$ cat src/rtl/nibble_serial_adder_pkg.sv
// Shared types and constants for the nibble-serial adder.
// The serial core's state enum, slice width and counter sizing live here.
package nsa_pkg;

  typedef enum logic [1:0] {IDLE, RUN, DONE} nsa_state_t;

  localparam int NSA_NIBBLE_W = 4;

  // Nibble counter width: clog2(nibbles), never narrower than one bit.
  function automatic int nsa_cnt_w(input int nibbles);
    return (nibbles <= 2) ? 1 : $clog2(nibbles);
  endfunction

endpackage

$ cat src/rtl/ripplecarry4bit.sv
// Existing 4-bit ripple-carry slice: {cout, sum} = a + b + cin.
module ripplecarry4bit (
  output logic [3:0] sum,
  output logic       cout,
  input  logic [3:0] a,
  input  logic [3:0] b,
  input  logic       cin
);

  assign {cout, sum} = 5'(a) + 5'(b) + 5'(cin);

endmodule

$ cat src/rtl/nibble_serial_adder.sv
// WIDTH-bit a+b+cin computed one nibble per clock through a single 4-bit slice.
// Optional signed-overflow output is built when NSA_OVERFLOW_EN is defined.
module nibble_serial_adder
  import nsa_pkg::*;
#(
  parameter int WIDTH = 16
) (
  input  logic             clk,
  input  logic             rst_n,
  input  logic             in_valid,
  output logic             in_ready,
  input  logic [WIDTH-1:0] a,
  input  logic [WIDTH-1:0] b,
  input  logic             cin,
  output logic             out_valid,
  input  logic             out_ready,
  output logic [WIDTH-1:0] sum,
`ifdef NSA_OVERFLOW_EN
  output logic             ovf,
`endif
  output logic             cout
);

  localparam int NIBBLES = WIDTH / NSA_NIBBLE_W;
  localparam int CNT_W   = nsa_cnt_w(NIBBLES);
  localparam logic [CNT_W-1:0] LAST = CNT_W'(NIBBLES - 1);

  nsa_state_t       r_state, w_next;
  logic [WIDTH-1:0] r_a_sh, r_b_sh, r_sum_sh, r_sum;
  logic             r_carry, r_cout;
  logic [CNT_W-1:0] r_cnt;
  logic [3:0]       w_s4;
  logic             w_c4;
  logic [WIDTH-1:0] w_sum_next;
  logic             w_accept, w_last;

  ripplecarry4bit u_slice (
    .sum  (w_s4),
    .cout (w_c4),
    .a    (r_a_sh[3:0]),
    .b    (r_b_sh[3:0]),
    .cin  (r_carry)
  );

  // New nibble enters at the top; after NIBBLES shifts nibble 0 sits at the bottom.
  assign w_sum_next = (r_sum_sh >> NSA_NIBBLE_W) | (WIDTH'(w_s4) << (WIDTH - NSA_NIBBLE_W));
  assign w_accept   = in_valid && (r_state == IDLE);
  assign w_last     = (r_state == RUN) && (r_cnt == LAST);

  always_ff @(posedge clk or negedge rst_n) begin
    if (!rst_n) r_state <= IDLE;
    else        r_state <= w_next;
  end

  always_comb begin
    w_next    = r_state;
    out_valid = 1'b0;
    case (r_state)
      IDLE: if (in_valid) w_next = RUN;
      RUN:  if (r_cnt == LAST) w_next = DONE;
      DONE: begin
        out_valid = 1'b1;
        if (out_ready) w_next = IDLE;
      end
      default: w_next = IDLE;
    endcase
  end

  assign in_ready = rst_n && (r_state == IDLE);
  assign sum      = r_sum;
  assign cout     = r_cout;

  always_ff @(posedge clk or negedge rst_n) begin
    if (!rst_n) begin
      r_a_sh   <= '0;
      r_b_sh   <= '0;
      r_sum_sh <= '0;
      r_carry  <= 1'b0;
      r_cnt    <= '0;
      r_sum    <= '0;
      r_cout   <= 1'b0;
    end else begin
      if (w_accept) begin
        r_a_sh  <= a;
        r_b_sh  <= b;
        r_carry <= cin;
        r_cnt   <= '0;
      end else if (r_state == RUN) begin
        r_a_sh   <= r_a_sh >> NSA_NIBBLE_W;
        r_b_sh   <= r_b_sh >> NSA_NIBBLE_W;
        r_sum_sh <= w_sum_next;
        r_carry  <= w_c4;
        r_cnt    <= r_cnt + 1'b1;
      end
      if (w_last) begin
        r_sum  <= w_sum_next;
        r_cout <= w_c4;
      end
    end
  end

`ifdef NSA_OVERFLOW_EN
  logic r_a_msb, r_b_msb, r_ovf;

  always_ff @(posedge clk or negedge rst_n) begin
    if (!rst_n) begin
      r_a_msb <= 1'b0;
      r_b_msb <= 1'b0;
      r_ovf   <= 1'b0;
    end else begin
      if (w_accept) begin
        r_a_msb <= a[WIDTH-1];
        r_b_msb <= b[WIDTH-1];
      end
      if (w_last)
        r_ovf <= (r_a_msb == r_b_msb) && (w_sum_next[WIDTH-1] != r_a_msb);
    end
  end

  assign ovf = r_ovf;
`endif

endmodule

$ cat config.mk
export PLATFORM = sky130hd
export DESIGN_NAME = nibble_serial_adder
export DESIGN_NICKNAME = d
export VERILOG_FILES = /design/src/rtl/nibble_serial_adder_pkg.sv /design/src/rtl/ripplecarry4bit.sv /design/src/rtl/nibble_serial_adder.sv
export SDC_FILE = /design/constraint.sdc
export NUM_CORES = 1
export LEC_CHECK = 0
export ABC_CLOCK_PERIOD_IN_PS = 1900
export CAP_MARGIN = 5
export CORE_UTILIZATION = 51
export CTS_CLUSTER_DIAMETER = 50
export DETAILED_ROUTE_END_ITERATION = 7
export GPL_TIMING_DRIVEN = 0
export MAX_ROUTING_LAYER = met4
export PLACE_DENSITY_LB_ADDON = 0.05
export SLEW_MARGIN = 20
export SYNTH_ARGS = -nofsm -noshare
export SYNTH_HDL_FRONTEND = slang
export SYNTH_SLANG_ARGS = --single-unit
$ cat constraint.sdc
create_clock -name clk -period 1.9 [get_ports clk]
set_clock_uncertainty 0.05 [all_clocks]
set_input_delay 0.38 -clock clk [delete_from_list [all_inputs] [get_ports clk]]
set_output_delay 0.38 -clock clk [all_outputs]
set_load 0.005 [all_outputs]
; Yosys cells after proc, flatten, opt, wreduce, memory -nomap -nowiden
; Cells that the tools add are included.
[word_totals]
wordCells = 39
output_inout_bits = 19
in_bits = 37
register_bits = 70
[classes]
eq_ne = 6
n_reduce_logical = 7
n_mux = 13
n_addsub = 3
n_bitwise = 2
[ops]
columns = cell, count
row1 = $mux 16, 4
row2 = $or 12x16->16, 1
row3 = $mux 2, 5
row4 = $ne 2x2->1 const B, 3
row5 = $pmux 2 s3, 1
row6 = $add 4x4->5, 1
row7 = $add 5x1->5, 1
row8 = $eq 2x2->1 const B, 2
row9 = $logic_and 1x1->1, 3
row10 = $mux 1, 3
row11 = $reduce_and 3->1, 1
row12 = $add 2x1->2 const B, 1
row13 = $eq 2x1->1 const B, 1
row14 = $logic_not 2->1, 1
row15 = $reduce_and 2->1, 1
row16 = $reduce_bool 2->1, 1
row17 = $not 1->1, 1

; Depth between registers and ports, before layout
; Gate-level depths: netlist of the first run.
[depth]
word_depth = 4
mapped_depth = 7

; Hierarchy
; Synthesis of the first run repeated with hierarchy kept, for this count alone.
[hier_totals]
cells_unflattened = 254
area_unflattened_um2 = 3226.8
[modules_own_cells]
columns = module, area_each_um2, n_inst, seq_area_each_um2, cells_per_inst
row1 = nibble_serial_adder, 3083.0, 1, 1651.6, 238
row2 = ripplecarry4bit, 143.9, 1, 0.0, 16

; Worst setup path before layout of the first run
; OpenSTA, ideal clock, no wires.
[synth_path]
path_kind = flip-flop to flip-flop
from = register r_a_sh[0]
to = register r_carry
t_arrival_ns = 1.524
path_stages_with_launch = 8
path_slack_ns = 0.244
synth_period_minus_slack_ns = 1.656
setup_ns = 0.083
required_ns = 1.767
path_cell_list = dfrtp_1 inv_1 fa_1 fa_1 inv_1 a21o_1 a21oi_1 o21ai_0
[synth_via]
elab_chain_len = 4
[synth_lines]
columns = item, line_no
row1 = from (decl), nibble_serial_adder.sv:29  ; logic [WIDTH-1:0] r_a_sh, r_b_sh, r_sum_sh, r_sum;
row2 = from (signal assigned), nibble_serial_adder.sv:89  ; r_a_sh <= r_a_sh >> NSA_NIBBLE_W;
row3 = $add 4x4->5, ripplecarry4bit.sv:10  ; assign {cout, sum} = 5'(a) + 5'(b) + 5'(cin);
row4 = $add 5x1->5, ripplecarry4bit.sv:10
row5 = $mux 1, nibble_serial_adder.sv:88  ; end else if (r_state == RUN) begin
row6 = $mux 1, nibble_serial_adder.sv:83  ; if (w_accept) begin
row7 = to (signal assigned), nibble_serial_adder.sv:86  ; r_carry <= cin;
row8 = to (signal assigned), nibble_serial_adder.sv:92  ; r_carry <= w_c4;
row9 = to (decl), nibble_serial_adder.sv:30  ; logic r_carry, r_cout;
; No other way between the ends. The select of a mux whose other input is x is not followed.
; A chain may end at the register's enable or synchronous reset.

; Worst setup path after layout of the first run
; Ends and elaborated chain as after synthesis.

==> results of run 1 <==
-- layout by cell type, fill, tap and decap left out, types with 2 or more instances in the layout --
master            n
nand2_1          93
dfrtp_1          65
clkdlybuf4s50_1  53
o21ai_0          21
a22oi_1          21
clkbuf_8         10
buf_4             9
mux2_4            9
inv_1             7
buf_6             4
buf_2             4
nor3_1            4
a221o_1           4
ha_1              4
mux2_2            3
nand2b_1          2
clkbuf_1          2
a21oi_1           2
clkinv_2          2
bufinv_16         2
bufbuf_16         2
dlygate4sd3_1     2
-- how the worst max path moves through the flow --
stage                          end  slack, ns  cells past startpoint
3_5_place_dp              in_ready      -0.26                      4
5_1_grt                  out_valid       0.01                      3
3_3_place_gp              in_ready      -2.41                      3
4_1_cts           cout$_DFFE_PN0P_       0.04                      7
6_report       r_carry$_DFFE_PN0P_       0.06                      7
2_1_floorplan  r_carry$_DFFE_PN0P_       0.24                      7
-- report_power, final --
group,switching [W],internal [W]
registers,0.000362,0.00206
clock network,0.000522,0.000771
logic,0.00139,0.00141
-- flip-flops by register name, indices dropped and copies added, names as in the netlist --
name,cells
cout,1
r_a_sh,16
r_b_sh,16
r_carry,1
r_cnt,2
r_state,2
r_sum_sh,12
sum,16
-- through the flow --
stage,worst slack [ns],instances
after global routing,0.0136,412
after floorplan,0.244,264
after detailed placement,-0.260,390
after CTS,0.0356,412
after global placement,-2.41,389
final,0.0644,412
-- routing by layer --
metal,up-vias,wire [um],GRT usage
li1,1036,-,-
met1,1042,2670,0.319
met2,66,2920,0.366
met3,11,249,0.0407
met4,0,112,0.102
met5,-,0,-
-- kinds of logic after synthesis --
group / after synthesis
AOI/OAI and AO/OA: 51
muxes: 12
buffers and inverters: 23
adders and majority gates: 6
and+or+nand+nor: 104
DFF: 66
xor gates and xnor gates: 2
-- area by class of cell --
class | count | area share
Sequential cell | 66 | 0.431
Multi-Input combinational cell | 175 | 0.272
Timing Repair Buffer | 62 | 0.178
Clock buffer | 11 | 0.0369
Buffer | 16 | 0.0317
Tap cell | 70 | 0.0229
Clock inverter | 5 | 0.0202
Inverter | 7 | 0.00686
-- cells in the mapped netlist (all sizes together) --
master  instances
a21o            1
a21oi           2
a221o           4
a22oi          21
buf            15
clkbuf          1
dfrtp          66
fa              2
ha              4
inv             7
mux2           12
nand2          94
nand2b          2
nor2            1
nor2b           1
nor3            4
nor3b           2
o21ai          22
o21bai          1
xnor2           1
xor2            1
-- what timing repair did --
item / in CTS / in global routing
hold buffers: 2 / 0
gates resized for setup: 4 / 2
endpoints found under the setup margin: 2 / 4
pin swaps: 0 / 0
setup buffers: 2 / 0
endpoints found under the hold margin: 20 / 0
gates cloned: 2 / 0
==> impl_metrics.json, run 1 <==
{
  "p_per_area_nw_per_um2": 1700,
  "critPathTopFamily": "adder cells",
  "status": "complete, no violations",
  "critPathCaptureType": "flop",
  "die_area_sq_um": 5870,
  "fillers": 387,
  "clk-insertion-delay-late_ns": 0.34,
  "synthToLayoutAreaGrowth_pct": 34.9,
  "clock_sinks": 66,
  "grt_pass1_vias": 2161,
  "tightest_slew_ns": 0.873,
  "rr_startpoint": "r_a_sh[0]$_DFFE_PN0P_",
  "clockRootBuffer": "clkbuf_8",
  "worst_path_largest_cell_delay_ns": 0.47,
  "synth-xor-area-share": 0.00617,
  "max_slew_margin": 0.416,
  "crit_chain": "inv_1, fa_1, fa_2, inv_1, a21o_1, a21oi_1, o21ai_0",
  "post-route-util": 0.731,
  "fp.dieH_um": 76.6,
  "period_minus_slack_ns": 1.84,
  "synthMuxAreaShare": 0.0595,
  "yosysSeqAreaShare": 0.582,
  "required_ns": 2.09,
  "clkSlewWorstSetupHoldPaths_ns": 0.07,
  "max_cap_violations": 0,
  "fin_tns_setup_ns": 0,
  "std_cell_rows": 26,
  "io_pins": 56,
  "syn-instance-count": 264,
  "r2r-end": "r_carry$_DFFE_PN0P_",
  "die_w_um": 76.6,
  "crit_top_cell": "inv_1",
  "grt_max_degree": 24,
  "final_cell_area_sq_um": 3830,
  "rrSetupSlack_ns": 0.06,
  "grt_first_pass_wirelength_um": 10500,
  "cpMaxStageDelayCell": "fa_1",
  "wirelength_um": 5950,
  "drcViolationCount": 0,
  "netlist.area_leader.share": 0.582,
  "critPathMaxFanout": 2,
  "hold-worst-slack_ns": 0.0437,
  "synth.area.top_cells": "dfrtp_1, nand2_1, a22oi_1, mux2_4, o21ai_0",
  "avgSynthCellArea_sq_um": 10.8,
  "r2r_cells": 7,
  "report.final.slew_viol_count": 0,
  "clk_path_buf_depth": 2,
  "synth_area_sq_um": 2840,
  "route.antenna.remaining_nets": 0,
  "drive_gt1_frac": 0.155,
  "synth_compound_area_frac": 0.117,
  "synthSimpleGateAreaFrac": 0.152,
  "multi_input_area_sq_um": 1040,
  "path_buf_inv": 2,
  "synth_top_family_by_area": "simple AND/OR/NAND/NOR gates",
  "min_period_over_period": 0.966,
  "routedWlPerCell_um": 14.4,
  "synth.distinct_cells": 26,
  "grt_overflow": 0,
  "rsz0062_at_grt": "false",
  "port_buffers": 55,
  "synthAdderAreaFrac": 0.0317,
  "yosysTopAreaCell": "dfrtp_1",
  "antenna_found_initial": 0,
  "ff_latch_area_sq_um": 1650,
  "cp-start-kind": "flop",
  "hpwlAfterDp_um": 3900,
  "worstSetupPathType": "flop to flop",
  "via_per_inst": 5.23,
  "irDropWorstVdd_mv": 0.726,
  "syn_nets": 307,
  "drt_iter0_markers": 144,
  "diodes": 0,
  "htreeDepth": 3,
  "hold_class": "input pin to asynchronous set/reset pin",
  "placed_cell_area_sq_um": 3500,
  "power_leakage_nw": 1.86,
  "firstDrtPassIters": 4,
  "nets": 380,
  "gp_congestion": 0.772,
  "finalSetupViolations": 0,
  "crit_arrival_ns": 2.03,
  "numCtsBuffers": 9,
  "cts_tree": "yes",
  "hold_violations": 0,
  "initial_utilization": 0.542,
  "core_region_area_sq_um": 5240,
  "fmax_mhz": 545,
  "grt_usage": 0.240,
  "totalPowerFinal_w": 0.00652,
  "ys.warnings.count": 0,
  "vias": 2155,
  "crit_path_start": "r_a_sh[0]$_DFFE_PN0P_",
  "ys_seq_elements": 66
}
Power figures use the tool's default switching activity.
==> run 2: changes to the inputs <==
--- a/config.mk
+++ b/config.mk
@@ -7,13 +7,13 @@
 export LEC_CHECK = 0
 export ABC_CLOCK_PERIOD_IN_PS = 1900
 export CAP_MARGIN = 5
-export CORE_UTILIZATION = 51
+export CORE_UTILIZATION = 39
 export CTS_CLUSTER_DIAMETER = 50
 export DETAILED_ROUTE_END_ITERATION = 7
 export GPL_TIMING_DRIVEN = 0
-export MAX_ROUTING_LAYER = met4
 export PLACE_DENSITY_LB_ADDON = 0.05
 export SLEW_MARGIN = 20
 export SYNTH_ARGS = -nofsm -noshare
 export SYNTH_HDL_FRONTEND = slang
 export SYNTH_SLANG_ARGS = --single-unit
+export TNS_END_PERCENT = 20
==> run 2 against run 1 <==
Effect of this change:
- sequential power barely moved
- clock power barely moved
- die area rose by 30%
- global-route usage fell by 5.2 points
- combinational power barely moved
- final cell count rose by 6.8%
- via count fell by 2.8%
- wire length rose by 4.5%
- first-iteration DRC count fell by 22%
- total power fell by 0.45%
- worst hold slack got worse by 0.014 ns
- final area rose by 1.7%
- critical endpoint is now in_ready
==> impl_metrics.json, run 2 (synthesized netlist as in run 1, its figures left out) <==
{
  "critPathMaxFanout": 3,
  "switchingPower_w": 0.00227,
  "pwr-share-seq": 0.374,
  "synthToLayoutAreaGrowth_pct": 37.2,
  "port_buffers": 55,
  "io_pins": 56,
  "firstDrtPassIters": 4,
  "p_per_area_nw_per_um2": 1670,
  "vias": 2095,
  "clock_power_share": 0.196,
  "wirelength_um": 6220,
  "std_cell_rows": 30,
  "hold_class": "input pin to asynchronous set/reset pin",
  "rsz0062_at_grt": "false",
  "antenna_found_initial": 0,
  "clkSlewWorstSetupHoldPaths_ns": 0.07,
  "worst_path_largest_cell_delay_ns": 0.40,
  "power_leakage_nw": 1.90,
  "post-route-util": 0.564,
  "status": "complete, no violations",
  "initial_utilization": 0.411,
  "max_cap_violations": 0,
  "grt_usage": 0.188,
  "drive_gt1_frac": 0.160,
  "htreeDepth": 3,
  "min_period_over_period": 0.904,
  "gp_congestion": 0.726,
  "worstSetupPathType": "flop to output pin",
  "drt_iter0_markers": 112,
  "cp-start-kind": "flop",
  "routedWlPerCell_um": 14.1,
  "cts_tree": "yes",
  "p_sw_frac": 0.350,
  "intPower_w": 0.00422,
  "grt_max_degree": 23,
  "grt_pass1_vias": 2089,
  "irDropWorstVdd_mv": 0.624,
  "route.antenna.remaining_nets": 0,
  "required_ns": 1.47,
  "finalSetupViolations": 0,
  "max_slew_margin": 0.616,
  "cpMaxStageDelayCell": "dfrtp_1",
  "core_region_area_sq_um": 6910,
  "crit_arrival_ns": 1.29,
  "drcViolationCount": 0,
  "mostFrequentLayoutCell": "nand2_1",
  "grt_first_pass_wirelength_um": 10400,
  "period_minus_slack_ns": 1.72,
  "clk_path_buf_depth": 2,
  "grt_overflow": 0,
  "via_per_inst": 4.76,
  "crit_chain": "buf_4, nor3b_1, dlygate4sd2_1",
  "fmax_mhz": 582,
  "nets": 382,
  "report.final.slew_viol_count": 0,
  "hpwlAfterDp_um": 4130,
  "die_w_um": 87.3,
  "numCtsBuffers": 9,
  "final_cell_mix": "nand2_1, dfrtp_1, clkdlybuf4s50_1",
  "die_area_sq_um": 7620,
  "p_comb_frac": 0.430,
  "clockRootBuffer": "clkbuf_8",
  "hold_violations": 0,
  "diodes": 0,
  "fp.dieH_um": 87.3,
  "clock_sinks": 66,
  "clk-insertion-delay-late_ns": 0.34,
  "critPathCaptureType": "output pin",
  "tightest_slew_ns": 0.574,
  "hold-worst-slack_ns": 0.0294
}
[run 2: timing repair]
action	CTS	global route
setup endpoints to repair	2	2
setup buffers	1	1
hold endpoints to repair	33	8
hold buffers	3	1
gates cloned	2	0
gates resized for setup	6	2
[run 2: worst max-delay path: cells and delay by family, from the launching register on]
kind | cells | cell delay [ns]
AND/OR/NAND/NOR | 1 | 0.15
buffers and inverters | 2 | 0.40
flip-flops | 1 | 0.40
[run 2: per-stage QoR]
| step | cell area (sq um) | worst slack [ns] | std cells | setup TNS (ns) | total power, W |
|---|---|---|---|---|---|
| 6_report | 3890 | 0.183 | 440 | 0 | 0.00649 |
| 5_1_grt | 3890 | 0.0552 | 440 | 0 | 0.00703 |
| 4_1_cts | 3880 | 0.00275 | 438 | 0 | 0.00655 |
| 3_5_place_dp | 3530 | -0.265 | 416 | -0.265 | 0.00521 |
| 3_3_place_gp | 3510 | -2.52 | 415 | -130.81 | 0.00514 |
| 2_1_floorplan | 2840 | 0.244 | 264 | 0 | 0.00420 |
[run 2: final cells by class]
cell class | instances | area (sq um)
Clock buffer | 11 | 131
Fill cell | 674 | 3010
Timing Repair Buffer | 64 | 714
Buffer | 16 | 121
Tap cell | 96 | 120
Clock inverter | 5 | 78.8
Sequential cell | 66 | 1650
Inverter | 7 | 26.3
Multi-Input combinational cell | 175 | 1050
[run 2: path summary, 6_finish.rpt]
check,cells past startpoint,slack [ns],endpoint,from
max in group asynchronous,4,0.72,r_a_sh[3]$_DFFE_PN0P_,rst_n
worst min register to register,2,0.43,r_a_sh[9]$_DFFE_PN0P_,r_a_sh[9]$_DFFE_PN0P_
min in group clk,2,0.43,r_a_sh[9]$_DFFE_PN0P_,r_a_sh[9]$_DFFE_PN0P_
worst min-delay path,2,0.03,r_a_sh[2]$_DFFE_PN0P_,rst_n
worst max register to register,5,0.19,sum[14]$_DFFE_PN0P_,r_a_sh[0]$_DFFE_PN0P_
worst max-delay path,3,0.18,in_ready,r_state[0]$_DFFE_PN0P_
[run 2: power groups by stage]
| stage | sequential [W] | clock, W | combinational (W) |
|---|---|---|---|
| 4_1_cts | 0.00244 | 0.00130 | 0.00281 |
| 2_1_floorplan | 0.00239 | 0 | 0.00182 |
| 5_1_grt | 0.00251 | 0.00136 | 0.00316 |
| 3_5_place_dp | 0.00247 | 0 | 0.00275 |
| 6_report | 0.00242 | 0.00127 | 0.00279 |
| 3_3_place_gp | 0.00245 | 0 | 0.00269 |
[run 2: layer usage]
metal | wire length (um) | vias up | global-route usage
li1 | - | 1032 | -
met4 | 62 | 0 | 0.0537
met5 | 0 | - | 0
met2 | 3040 | 53 | 0.306
met3 | 249 | 6 | 0.0635
met1 | 2870 | 1004 | 0.238
==> run 3: changes to the inputs <==
--- a/config.mk
+++ b/config.mk
@@ -12,6 +12,7 @@
 export DETAILED_ROUTE_END_ITERATION = 7
 export GPL_TIMING_DRIVEN = 0
 export PLACE_DENSITY_LB_ADDON = 0.05
+export SETUP_SLACK_MARGIN = 0.5
 export SLEW_MARGIN = 20
 export SYNTH_ARGS = -nofsm -noshare
 export SYNTH_HDL_FRONTEND = slang
==> run 3 against run 2 <==
Effect of this change:
- via count grew 5.7%
- highest routed layer unchanged
- utilization grew 5.6 points
- wire length grew 8.0%
==> impl_metrics.json, run 3 (synthesized netlist as in run 1, its figures left out) <==
{
  "status": "complete, no violations",
  "clk_path_buf_depth": 2,
  "finalSetupViolations": 0,
  "clkSlewWorstSetupHoldPaths_ns": 0.07,
  "wirelength_um": 6720,
  "required_ns": 2.11,
  "max_slew_margin": 0.364,
  "synthToLayoutAreaGrowth_pct": 50.9,
  "via_per_inst": 4.81,
  "grt_first_pass_wirelength_um": 10600,
  "irDropWorstVdd_mv": 0.637,
  "report.final.slew_viol_count": 0,
  "min_period_over_period": 0.869,
  "cts_tree": "yes",
  "critPathCaptureType": "flop",
  "max_cap_violations": 0,
  "hpwlAfterDp_um": 4130,
  "diodes": 0,
  "fp.dieH_um": 87.3,
  "rrSetupSlack_ns": 0.25,
  "port_buffers": 55,
  "r2r_cells": 7,
  "die_area_sq_um": 7620,
  "mostFrequentLayoutCell": "nand2_1",
  "drive_gt1_frac": 0.286,
  "initial_utilization": 0.411,
  "period_minus_slack_ns": 1.65,
  "grt_usage": 0.186,
  "std_cell_rows": 30,
  "grt_max_degree": 23,
  "rsz0062_at_grt": "true",
  "final_cell_area_sq_um": 4280,
  "tightest_slew_ns": 0.950,
  "cp-start-kind": "flop",
  "rr_startpoint": "r_a_sh[0]$_DFFE_PN0P_",
  "grt_pass1_vias": 2209,
  "vias": 2214,
  "clk-insertion-delay-late_ns": 0.34,
  "placed_cell_area_sq_um": 3540,
  "crit_arrival_ns": 1.87,
  "drcViolationCount": 0,
  "hold-worst-slack_ns": 0.0138,
  "gp_congestion": 0.747,
  "totalPowerFinal_w": 0.00731,
  "numCtsBuffers": 9,
  "critPathMaxFanout": 2,
  "r2r-end": "cout$_DFFE_PN0P_",
  "crit_path_end": "cout$_DFFE_PN0P_",
  "die_w_um": 87.3,
  "crit_path_start": "r_a_sh[0]$_DFFE_PN0P_",
  "power_leakage_nw": 2.07,
  "nets": 403,
  "final_cell_mix": "nand2_1, dfrtp_1, clkdlybuf4s50_1",
  "worstSetupPathType": "flop to flop",
  "routedWlPerCell_um": 14.6,
  "route.antenna.remaining_nets": 0,
  "fmax_mhz": 605,
  "hold_class": "input pin to asynchronous set/reset pin",
  "firstDrtPassIters": 6,
  "hold_violations": 0,
  "core_region_area_sq_um": 6910,
  "clock_sinks": 66,
  "grt_overflow": 0,
  "clockRootBuffer": "clkbuf_8",
  "fin_tns_setup_ns": 0,
  "antenna_found_initial": 0,
  "drt_iter0_markers": 63,
  "htreeDepth": 3,
  "p_per_area_nw_per_um2": 1710,
  "io_pins": 56
}
==> run 3: changes by cell type in the layout (fill, tap and decap cells not counted), sizes merged <==
cell	change
clkinv	-2
bufinv	-1
clkdlybuf4s15	+7
clkdlybuf4s50	-7
clkbuf	+4
buf	+21
dlygate4sd2	-1
dlymetal6s2s	-1
==> run 3: through the flow <==
| stage | instances | setup WS (ns) | utilization |
|---|---|---|---|
| 2_1_floorplan | 264 | 0.348 | - |
| 3_3_place_gp | 415 | -2.52 | 0.509 |
| 3_5_place_dp | 416 | -0.272 | 0.513 |
| 4_1_cts | 445 | 0.206 | 0.571 |
| 5_1_grt | 460 | 0.173 | 0.620 |
| 6_report | 460 | 0.248 | 0.620 |
==> run 3: what timing repair did <==
| item | CTS | global route |
|---|---|---|
| pin swaps | 3 | 17 |
| setup endpoints to repair | 67 | 100 |
| gates cloned | 2 | 5 |
| hold buffers | 3 | 0 |
| resized for setup | 32 | 66 |
| hold endpoints to repair | 33 | 0 |
| setup buffers | 9 | 10 |
==> run 3: power by group <==
part | internal [W] | switching (W)
Sequential | 0.00207 | 0.000389
Clock | 0.000705 | 0.000508
Combinational | 0.00200 | 0.00164
==> run 3: worst min path at each step <==
| stage | start | end | slack [ns] | depth (start not counted) |
|---|---|---|---|---|
| global route | rst_n | r_sum_sh[6]$_DFFE_PN0P_ | 0.01 | 2 |
| detailed placement | rst_n | sum[4]$_DFFE_PN0P_ | 0.25 | 1 |
| global placement | r_b_sh[6]$_DFFE_PN0P_ | r_b_sh[6]$_DFFE_PN0P_ | 0.41 | 2 |
| CTS | rst_n | r_sum_sh[10]$_DFFE_PN0P_ | 0.008 | 2 |
| finish | rst_n | r_a_sh[2]$_DFFE_PN0P_ | 0.01 | 2 |
| floorplan | rst_n | cout$_DFFE_PN0P_ | 0.03 | 0 |
==> run 3: metal layers <==
layer / track usage / share of wire / up-vias
met1: 0.234 / 0.43 / 1070
met5: 0 / 0 / -
met4: 0.0954 / 0.029 / 0
li1: - / - / 1079
met2: 0.308 / 0.51 / 51
met3: 0.0303 / 0.028 / 14
==> run 3: worst max-delay path, stage by stage (launching register included) <==
cell and delay [ns]:
dfrtp_1 0.34, inv_2 0.05, fa_2 0.40, fa_2 0.38, inv_2 0.06, a21o_1 0.12, a21oi_2 0.07, o21ai_1 0.12
==> run 3: cell type report <==
cell class,count,area [sq um]
buffer,16,191
clock buffer,13,169
clock inverter,2,35.0
fill,592,2620
inverter,7,26.3
multi-input combinational,175,1150
sequential,66,1650
tap,96,120
timing repair buffer,85,936
